## config.mk

```make
export PLATFORM = sky130hd
export DESIGN_NAME = relm_fpack
export DESIGN_NICKNAME = d
export VERILOG_FILES = /design/src/rtl/relm_fp_pkg.sv /design/src/rtl/relm_fround.sv /design/src/rtl/relm_fpack.sv
export SDC_FILE = /design/constraint.sdc
export NUM_CORES = 1
export LEC_CHECK = 0
export CORE_ASPECT_RATIO = 1.5
export CORE_UTILIZATION = 54
export DETAILED_ROUTE_END_ITERATION = 12
export PLACE_DENSITY = 0.89
export SLEW_MARGIN = 10
export SYNTH_ARGS = -nofsm -noshare
export SYNTH_HDL_FRONTEND = slang
export SYNTH_SLANG_ARGS = --single-unit
```

## constraint.sdc

```tcl
create_clock -name clk -period 9.4 [get_ports clk]
set_input_delay 1.41 -clock clk [delete_from_list [all_inputs] [get_ports clk]]
set_output_delay 1.41 -clock clk [all_outputs]
set_load 0.02 [all_outputs]
```

## src/rtl/relm_fp_pkg.sv

```systemverilog
// Shared state encoding and IEEE-754 single field constants for the relm
// float packer.
package relm_fp_pkg;

  typedef enum logic [1:0] {
    S_IDLE  = 2'd0,
    S_NORM  = 2'd1,
    S_ROUND = 2'd2,
    S_DONE  = 2'd3
  } state_t;

  localparam logic [7:0]  EXP_INF   = 8'hFF;
  localparam logic [22:0] QNAN_FRAC = 23'h400000;
  localparam int          EXP_MSB   = 30;
  localparam int          EXP_LSB   = 23;

  // Signed working exponent: wide enough for 0..257 and the deepest left shift.
  localparam int          EW        = 10;

endpackage

```

## src/rtl/relm_fround.sv

```systemverilog
// Round-to-nearest-even of a normalised mantissa (leading one at bit 30) and
// packing into an IEEE-754 single, with saturation to inf and flush to zero.
module relm_fround
  import relm_fp_pkg::*;
(
  input  logic                 i_sign,
  input  logic signed [EW-1:0] i_exp,
  input  logic [31:0]          i_mant,
  output logic [31:0]          o_word,
  output logic                 o_ovf,
  output logic                 o_unf
);

  logic                 w_lsb;
  logic                 w_guard;
  logic                 w_sticky;
  logic                 w_inc;
  logic [24:0]          w_sum;
  logic signed [EW-1:0] w_exp_r;
  logic                 w_unused;

  assign w_lsb    = i_mant[7];
  assign w_guard  = i_mant[6];
  assign w_sticky = |i_mant[5:0];
  assign w_inc    = w_guard & (w_sticky | w_lsb);

  // A carry into bit 24 means 1.111.. rounded up to 10.000..; the fraction
  // field is then all zeros, so only the exponent needs adjusting.
  assign w_sum   = {1'b0, i_mant[30:7]} + {24'd0, w_inc};
  assign w_exp_r = i_exp + $signed({{(EW-1){1'b0}}, w_sum[24]});

  // The hidden bit and the (always clear) carry bit are not packed.
  assign w_unused = ^{i_mant[31], w_sum[23]};

  // NOTE: every output gets a default first so no path through the
  //       combinational block can leave one unassigned and infer a latch.
  always_comb begin
    o_ovf  = 1'b0;
    o_unf  = 1'b0;
    o_word = {i_sign, w_exp_r[7:0], w_sum[22:0]};
    if (w_exp_r >= $signed(EW'(255))) begin
      o_ovf  = 1'b1;
      o_word = {i_sign, EXP_INF, 23'd0};
    end else if (w_exp_r <= $signed(EW'(0))) begin
      o_unf  = 1'b1;
      o_word = {i_sign, 31'd0};
    end
  end

endmodule

```

## src/rtl/relm_fpack.sv

```systemverilog
// Normalise, round and pack a raw sign/exponent/mantissa triple into an
// IEEE-754 single; one operation in flight, valid/ready on both sides.
module relm_fpack
  import relm_fp_pkg::*;
#(
  parameter int WD = 32
) (
  input  logic          clk,
  input  logic          rst,
  input  logic          in_valid,
  output logic          in_ready,
  input  logic [WD-1:0] in_a,
  input  logic [WD-1:0] in_b,
  output logic          out_valid,
  input  logic          out_ready,
  output logic [WD-1:0] out_data,
  output logic          out_ovf,
  output logic          out_unf
);

  state_t               r_state;
  state_t               w_next;
  logic                 r_sign;
  logic signed [EW-1:0] r_exp;
  logic [31:0]          r_mant;
  logic [31:0]          r_data;
  logic                 r_ovf;
  logic                 r_unf;

  logic                 w_inf;
  logic                 w_zero;
  logic                 w_special;
  logic [31:0]          w_special_word;
  logic                 w_m_zero;
  logic                 w_m_carry;
  logic                 w_m_norm;
  logic                 w_m_coarse;
  logic [31:0]          w_word;
  logic                 w_ovf;
  logic                 w_unf;
  logic                 w_unused;

  assign w_inf     = in_b[22];
  assign w_zero    = in_b[21];
  assign w_special = w_inf | w_zero;
  assign w_unused  = ^in_b[20:0];

  always_comb begin
    if (w_inf && w_zero) begin
      w_special_word = {in_b[31], EXP_INF, QNAN_FRAC};
    end else if (w_inf) begin
      w_special_word = {in_b[31], EXP_INF, 23'd0};
    end else begin
      w_special_word = {in_b[31], 31'd0};
    end
  end

  assign w_m_zero   = (r_mant == 32'd0);
  assign w_m_carry  = r_mant[31];
  assign w_m_norm   = r_mant[30];
  assign w_m_coarse = (r_mant[30:23] == 8'd0);

  relm_fround u_fround (
    .i_sign (r_sign),
    .i_exp  (r_exp),
    .i_mant (r_mant),
    .o_word (w_word),
    .o_ovf  (w_ovf),
    .o_unf  (w_unf)
  );

  // NOTE: sequential state uses non-blocking assignments so every register
  //       samples pre-edge values regardless of process ordering.
  always_ff @(posedge clk or posedge rst) begin
    if (rst) begin
      r_state <= S_IDLE;
    end else begin
      r_state <= w_next;
    end
  end

  always_comb begin
    w_next = r_state;
    case (r_state)
      S_IDLE:  if (in_valid) w_next = w_special ? S_DONE : S_NORM;
      S_NORM: begin
        if (w_m_zero) begin
          w_next = S_DONE;
        end else if (w_m_carry || w_m_norm) begin
          w_next = S_ROUND;
        end
      end
      S_ROUND: w_next = S_DONE;
      S_DONE:  if (out_ready) w_next = S_IDLE;
      default: w_next = S_IDLE;
    endcase
  end

  always_comb begin
    in_ready  = (r_state == S_IDLE);
    out_valid = (r_state == S_DONE);
  end

  // Datapath: one normalisation rule per NORM cycle, coarse 8-bit shifts
  // keep the worst case (a single set bit) within ten cycles.
  always_ff @(posedge clk or posedge rst) begin
    if (rst) begin
      r_sign <= 1'b0;
      r_exp  <= '0;
      r_mant <= '0;
      r_data <= '0;
      r_ovf  <= 1'b0;
      r_unf  <= 1'b0;
    end else begin
      case (r_state)
        S_IDLE: begin
          if (in_valid) begin
            r_sign <= in_b[31];
            r_exp  <= $signed({2'b00, in_b[EXP_MSB:EXP_LSB]});
            r_mant <= in_a;
            r_ovf  <= 1'b0;
            r_unf  <= 1'b0;
            if (w_special) r_data <= w_special_word;
          end
        end
        S_NORM: begin
          if (w_m_zero) begin
            r_data <= {r_sign, 31'd0};
          end else if (w_m_carry) begin
            r_mant <= {1'b0, r_mant[31:2], r_mant[1] | r_mant[0]};
            r_exp  <= r_exp + $signed(EW'(1));
          end else if (w_m_norm) begin
            r_mant <= r_mant;
          end else if (w_m_coarse) begin
            r_mant <= r_mant << 8;
            r_exp  <= r_exp - $signed(EW'(8));
          end else begin
            r_mant <= r_mant << 1;
            r_exp  <= r_exp - $signed(EW'(1));
          end
        end
        S_ROUND: begin
          r_data <= w_word;
          r_ovf  <= w_ovf;
          r_unf  <= w_unf;
        end
        default: ;
      endcase
    end
  end

  assign out_data = r_data;
  assign out_ovf  = r_ovf;
  assign out_unf  = r_unf;

endmodule

```

Word-level counts from Yosys, hierarchy flattened
Cells that the tools add are included.
- add/sub/neg operators: 5
- $lt $le $gt $ge: 2
- eq/ne operators: 10
- muxes and demuxes: 32
- bitwise logic cells: 4
- reductions and logical operators: 15
- operators by type and width (operator ; number):
    32-bit 2-to-1 mux ; 8
    31-bit 2-to-1 mux ; 4
    32-bit one-hot mux with 3 select lines ; 1
    32-bit one-hot mux with 2 select lines ; 1
    10-bit 2-to-1 mux ; 5
    32-bit logical NOT ; 1
    24-bit by 1-bit adder with 25-bit output ; 1
    10-bit one-hot mux with 2 select lines ; 1
    10-bit by 2-bit adder with 10-bit output ; 1
    10-bit by 2-bit adder with 10-bit output, second input constant ; 1
    10-bit by 9-bit >= comparator with 1-bit output, second input constant ; 1
    10-bit by 1-bit less-or-equal comparator with 1-bit output, second input constant ; 1
    2-bit 2-to-1 mux ; 5
    10-bit by 2-bit subtractor with 10-bit output, second input constant ; 1
    10-bit by 5-bit subtractor with 10-bit output, second input constant ; 1
    8-bit logical NOT ; 1
    2-bit one-hot mux with 4 select lines ; 1
    4-bit AND reduction ; 2
    2-bit inequality test, second input constant ; 3
    3-bit inequality test, second input constant ; 2
    3-bit AND reduction ; 2
    6-bit OR reduction ; 1
    2-bit equality test, second input constant ; 2
    1-bit 2-to-1 mux ; 4
    other kinds (11) ; 17
- register bits: 79
- input bits: 68
- output and inout bits: 36

Longest topological paths before layout
- depth in word-level cells: 9
- gate-level depth with buffers: 15
- mapped depth without buffers: 14

Cells and area by module
Synthesis repeated with hierarchy kept, for this count alone.
- cell total of the unflattened synthesis: 647
- area total of the unflattened synthesis: 5799.3 sq um
- modules (own cells, without submodules) (module ; times used ; cells each ; area an instance (sq um)):
    relm_fpack ; 1 ; 498 ; 4730.8
    relm_fround ; 1 ; 149 ; 1068.5

Worst setup path after synthesis
No wires, ideal clock.
- path type: register -> register
- start point: register r_mant[14]
- end point: register r_data[13], in the netlist out_data[13]
- arrival: 3.306 ns
- slack: 5.975 ns
- cell stages (with the launch flop): 16
- clock period less this slack: 3.425 ns
- cells stage by stage: dfrtp_1 -> clkbuf_1 -> nand4_1 -> or2_2 -> nor2_1 -> nand3_1 -> nor2_1 -> ha_1 -> ha_1 -> nand3_1 -> o21a_1 -> o31ai_1 -> o2111ai_1 -> nand4bb_4 -> buf_6 -> o21ai_2
- longest elaborated chain between the ends: 6
- ends and longest elaborated chain (element ; line ; RTL):
    from (decl) ; relm_fpack.sv:25 ; logic [31:0] r_mant;
    from (signal assigned) ; relm_fpack.sv:120 ; r_mant <= in_a;
    from (signal assigned) ; relm_fpack.sv:130 ; r_mant <= {1'b0, r_mant[31:2], r_mant[1] | r_mant[0]};
    from (signal assigned) ; relm_fpack.sv:133 ; r_mant <= r_mant;
    24-bit by 1-bit adder with 25-bit output ; relm_fround.sv:29 ; assign w_sum = {1'b0, i_mant[30:7]} + {24'd0, w_inc};
    10-bit by 2-bit adder with 10-bit output ; relm_fround.sv:30 ; assign w_exp_r = i_exp + $signed({{(EW-1){1'b0}}, w_sum[24]});
    10-bit by 1-bit less-or-equal comparator with 1-bit output ; relm_fround.sv:44 ; end else if (w_exp_r <= $signed(EW'(0))) begin
    31-bit 2-to-1 mux ; relm_fround.sv:44 ;
    31-bit 2-to-1 mux ; relm_fround.sv:41 ; if (w_exp_r >= $signed(EW'(255))) begin
    32-bit one-hot mux with 3 select lines ; relm_fpack.sv:115 ; case (r_state)
    to (signal assigned) ; relm_fpack.sv:123 ; if (w_special) r_data <= w_special_word;
    to (signal assigned) ; relm_fpack.sv:128 ; r_data <= {r_sign, 31'd0};
    to (signal assigned) ; relm_fpack.sv:143 ; r_data <= w_word;
    to (decl) ; relm_fpack.sv:26 ; logic [31:0] r_data;
Several ways; a longest one is shown, not always the timed one.
A chain may end at the register's enable or synchronous reset.

Worst setup path in the final report
- start point: register r_mant[6]
- end point: register r_data[12], in the netlist out_data[12]
- longest elaborated chain between the ends: 7
- ends and longest elaborated chain (element ; line ; RTL):
    1-bit AND ; relm_fround.sv:25 ; assign w_inc = w_guard & (w_sticky | w_lsb);
    24-bit by 1-bit adder with 25-bit output ; relm_fround.sv:29 ;
    10-bit by 2-bit adder with 10-bit output ; relm_fround.sv:30 ;
    10-bit by 1-bit less-or-equal comparator with 1-bit output ; relm_fround.sv:44 ;
    31-bit 2-to-1 mux ; relm_fround.sv:44 ;
    31-bit 2-to-1 mux ; relm_fround.sv:41 ;
    32-bit one-hot mux with 3 select lines ; relm_fpack.sv:115 ;
Several ways; a longest one is shown, not always the timed one.

==> results.tsv <==
stage	metric	value	unit
sta	total negative slack	0	ps
clock_tree	clock buffer depth	2	
worst_setup_path	reg2reg path depth	14	
global_route	first-pass GRT wire length	23910	um
sta	Tightest Pin Transition	1148	ps
sta	clk_skew	7.492	ps
sta	Tmin final	4357	ps
power	P_sw	1.038	mW
clock_tree	CTS Sinks	79	
logic_synthesis	Post-Syn Instances	656	
logic_synthesis	Netlist cell types	62	
power	Lkg Pwr	2.708	nW
die	core area	9634	sq um
layout	area grow syn2layout	20.31	%
outcome	status	complete, no violations	
layout	# fillers	780	
worst_setup_path	Worst setup SP type	register	
worst_setup_path	reg-to-reg setup timing slack	5040	ps
layout	commonest non-fill, non-tap cell in the layout	nand2_1	
logic_synthesis	sequential area share after synthesis	0.3714	
worst_setup_path	Buf/Inv on CP	0	
global_route	initial antenna violation count	0	
layout	layout cells sized above 1	0.07133	
logic_synthesis	main flop type after synthesis	dfrtp_1	
clock_tree	TritonCTS clock tree	done	
worst_setup_path	Crit path arrival time	4520	ps
route	post-DR wirelength/cell	18.19	um
clock_tree	H-tree depth	3	
die	Die Y-Extent	123.6	um
route	Detailed Route Iter0 Violations	406	
logic_synthesis	Mapped Avg Cell Area	8.114	sq um
route	TritonRoute pass-1 iters	8	
clock_tree	Post-CTS Resized	0	
job	total of max-cap violations	0	
route	vias per cell	6.415	
sta	RSZ-0062 raised after global routing	false	
logic_synthesis	synthesized area	5323	sq um
global_route	gr ovfl total	0	
route	drc violations	0	
power	VDD IR max	0.2602	mV
die	boundary pin count	104	
logic_synthesis	Synth Register Bits	79	
clock_tree	# hold bufs at CTS	0	
worst_setup_path	crit path max fanout	8	
sta	Tcrit/Tclk final	0.4635	
worst_setup_path	r2r endpoint	out_data[12]	
logic_synthesis	Synth Warn #	0	
power	Logic pwr share	0.504	
place	routability cong.	0.9079	
logic_synthesis	number of synthesized flops with an enable pin	0	
layout	diode count	0	
route	Via Count	5235	
logic_synthesis	synthesized netlist net count	735	
clock_tree	CTS Buf Count	9	
worst_setup_path	CP top delay family	simple AND/OR/NAND/NOR gates	
hold_path	hold depth	2	
worst_setup_path	CP peak stage delay	550	ps
layout	most frequent cells in the layout	nand2_1 (142), clkdlybuf4s50_1 (82), dfrtp_1 (79)	
place	IO Port Bufs	82	
sta	final setup vio count	0	
die	die area	10270	sq um
clock_tree	post-CTS setup repair buffer count	0	
sta	Final Hold Viols	0	
global_route	All-Layer GR Usage	0.2907	
sta	Slew Viols, Final	0	
power	Clk pwr share	0.163	
worst_setup_path	Worst Setup End Kind	register	
place	hpwl dp	10090	um
worst_setup_path	CP Launch Point	r_mant[6]	
worst_setup_path	CP Cell Sequence	and2_1 > ha_1 > nand3_1 > nor2_1 > nand3_1 > nor2_1 > ha_1 > ha_1 > nand3_1 > o21a_1 > o31ai_1 > o2111ai_1 > nand2_1 > o41ai_1	
power	Flop pwr share	0.333	
hold_path	Hold/Removal Path Class	reg -> reg	
die	Die Span X	83.06	um
hold_path	Hold Crit Start	out_data[10]	
power	switching share of power	0.4657	
die	# rows	44	
worst_setup_path	CP max-delay cell	dfrtp_1	
place	placed cells	799	
sta	Rel. slew slack	0.2316	
hold_path	worst hold endpoint	out_data[10]	
global_route	largest net degree at the start of global routing	80	
layout	Layout Cells excl Fill	816	
die	Starting Density	0.5525	
sta	fmax	0.2295	GHz
worst_setup_path	Stages on worst setup path	14	
route	antenna-violating nets left	0	
power	internal power	1.190	mW
worst_setup_path	reg-to-reg critical path startpoint	r_mant[6]	
worst_setup_path	Worst EP required	9570	ps
layout	nets	775	
logic_synthesis	ys async rst share	1.000	
clock_tree	clock-pin slew on the worst setup and hold paths	60	ps
route	drt total wl	14840	um
power	power per cell area	347.9	nW/um^2
clock_tree	Root Buffer	clkbuf_16	
global_route	vias in the first global route	5019	
clock_tree	Worst-Skew Late Latency	340	ps
worst_setup_path	kind of critical path	reg -> reg	
sta	Hold WS	479.2	ps
-- stage by stage --
stage                     cell area [sq um]  power (mW)  worst slack, ps  utilization
after floorplan                        5323       1.492             5967            -
after global placement                 6066       1.775             5204       0.6296
after detailed placement               6066       1.824             5086       0.6296
after CTS                              6376       2.194             5102       0.6618
after global routing                   6404       2.371             4604       0.6647
final                                  6404       2.228             5043       0.6647
-- worst register-to-register path, stage by stage, from the launching register on --
cell and delay, ps:
dfrtp_1 550, and2_1 190, ha_1 250, nand3_1 110
nor2_1 360, nand3_1 140, nor2_1 170, ha_1 280
ha_1 260, nand3_1 240, o21a_1 270, o31ai_1 540
o2111ai_1 360, nand2_1 330, o41ai_1 140
-- routing by layer --
metal	share of wire	wire [um]	up-vias	GRT usage
li1	-	-	2431	-
met1	0.38	5645	2491	0.3312
met2	0.51	7498	255	0.5164
met3	0.061	909	58	0.04042
met4	0.053	790	0	0.1832
met5	0	0	-	0
-- power groups by stage --
stage / sequential, mW / clock (mW) / combinational, mW
detailed placement: 0.737 / 0 / 1.09
global route: 0.762 / 0.374 / 1.23
CTS: 0.733 / 0.365 / 1.10
finish: 0.743 / 0.363 / 1.12
global placement: 0.729 / 0 / 1.05
floorplan: 0.662 / 0 / 0.830
-- state kept, by name, indices dropped and copies added (netlist names) --
signal and flops:
out_data 32, out_ovf 1, out_unf 1, r_exp 10
r_mant 32, r_sign 1, r_state 2
-- Yosys cell counts, types with 3 or more instances --
master    instances  share of area
clkbuf_1         48          0.034
dfrtp_1          79           0.37
nand4_1           9          0.011
nor2_1           30          0.021
nand2b_1          6         0.0071
mux2_2            3         0.0063
or2_2             7         0.0082
xnor2_1          15          0.025
buf_6             4         0.0085
nand2_1         142           0.10
xor2_1           17          0.028
a31oi_1           5         0.0059
o41ai_1           6         0.0099
nand3_1          18          0.017
a21oi_1          26          0.024
o22ai_1           8         0.0094
nor4_1            6         0.0071
nor3_1            7         0.0066
a221o_1           6          0.011
o211ai_1          5         0.0071
ha_1             11          0.026
o21ai_0          52          0.049
o21a_1            4         0.0056
a211oi_1          6         0.0085
o21ai_2           9          0.015
or3_1             3         0.0035
and3_1           35          0.041
inv_1            14         0.0099
buf_2             3         0.0028
or4_1             5         0.0071
o31ai_1           5         0.0071
a221oi_1         23          0.038
and4_1            3         0.0049
-- worst max path at each step --
stage / end / slack (ps)
2_1_floorplan: out_data[0] / 5970
3_3_place_gp: out_data[18] / 5200
3_5_place_dp: out_data[18] / 5090
4_1_cts: out_data[18] / 5100
5_1_grt: out_data[20] / 4600
6_report: out_data[12] / 5040
-- final cells by class --
cell class / instances / area (sq um) / share of cell area
Timing Repair Buffer: 86 / 870.8 / 0.1360
Tap cell: 115 / 143.9 / 0.02247
Sequential cell: 79 / 1977 / 0.3087
Clock inverter: 4 / 53.80 / 0.008402
Clock buffer: 12 / 256.5 / 0.04005
Inverter: 15 / 56.30 / 0.008792
Multi-Input combinational cell: 505 / 3045 / 0.4756
-- kinds of logic after synthesis --
| logic type | synth area share |
|---|---|
| flip-flops | 0.3714 |
| buffers and inverters | 0.05783 |
| XOR/XNOR | 0.05266 |
| adder cells (fa/ha/maj) | 0.02586 |
| multiplexers | 0.01246 |
| AND/OR/NAND/NOR | 0.2579 |
| AO/OA/AOI/OAI | 0.2219 |
No activity file was read; power rests on OpenSTA's default activity.
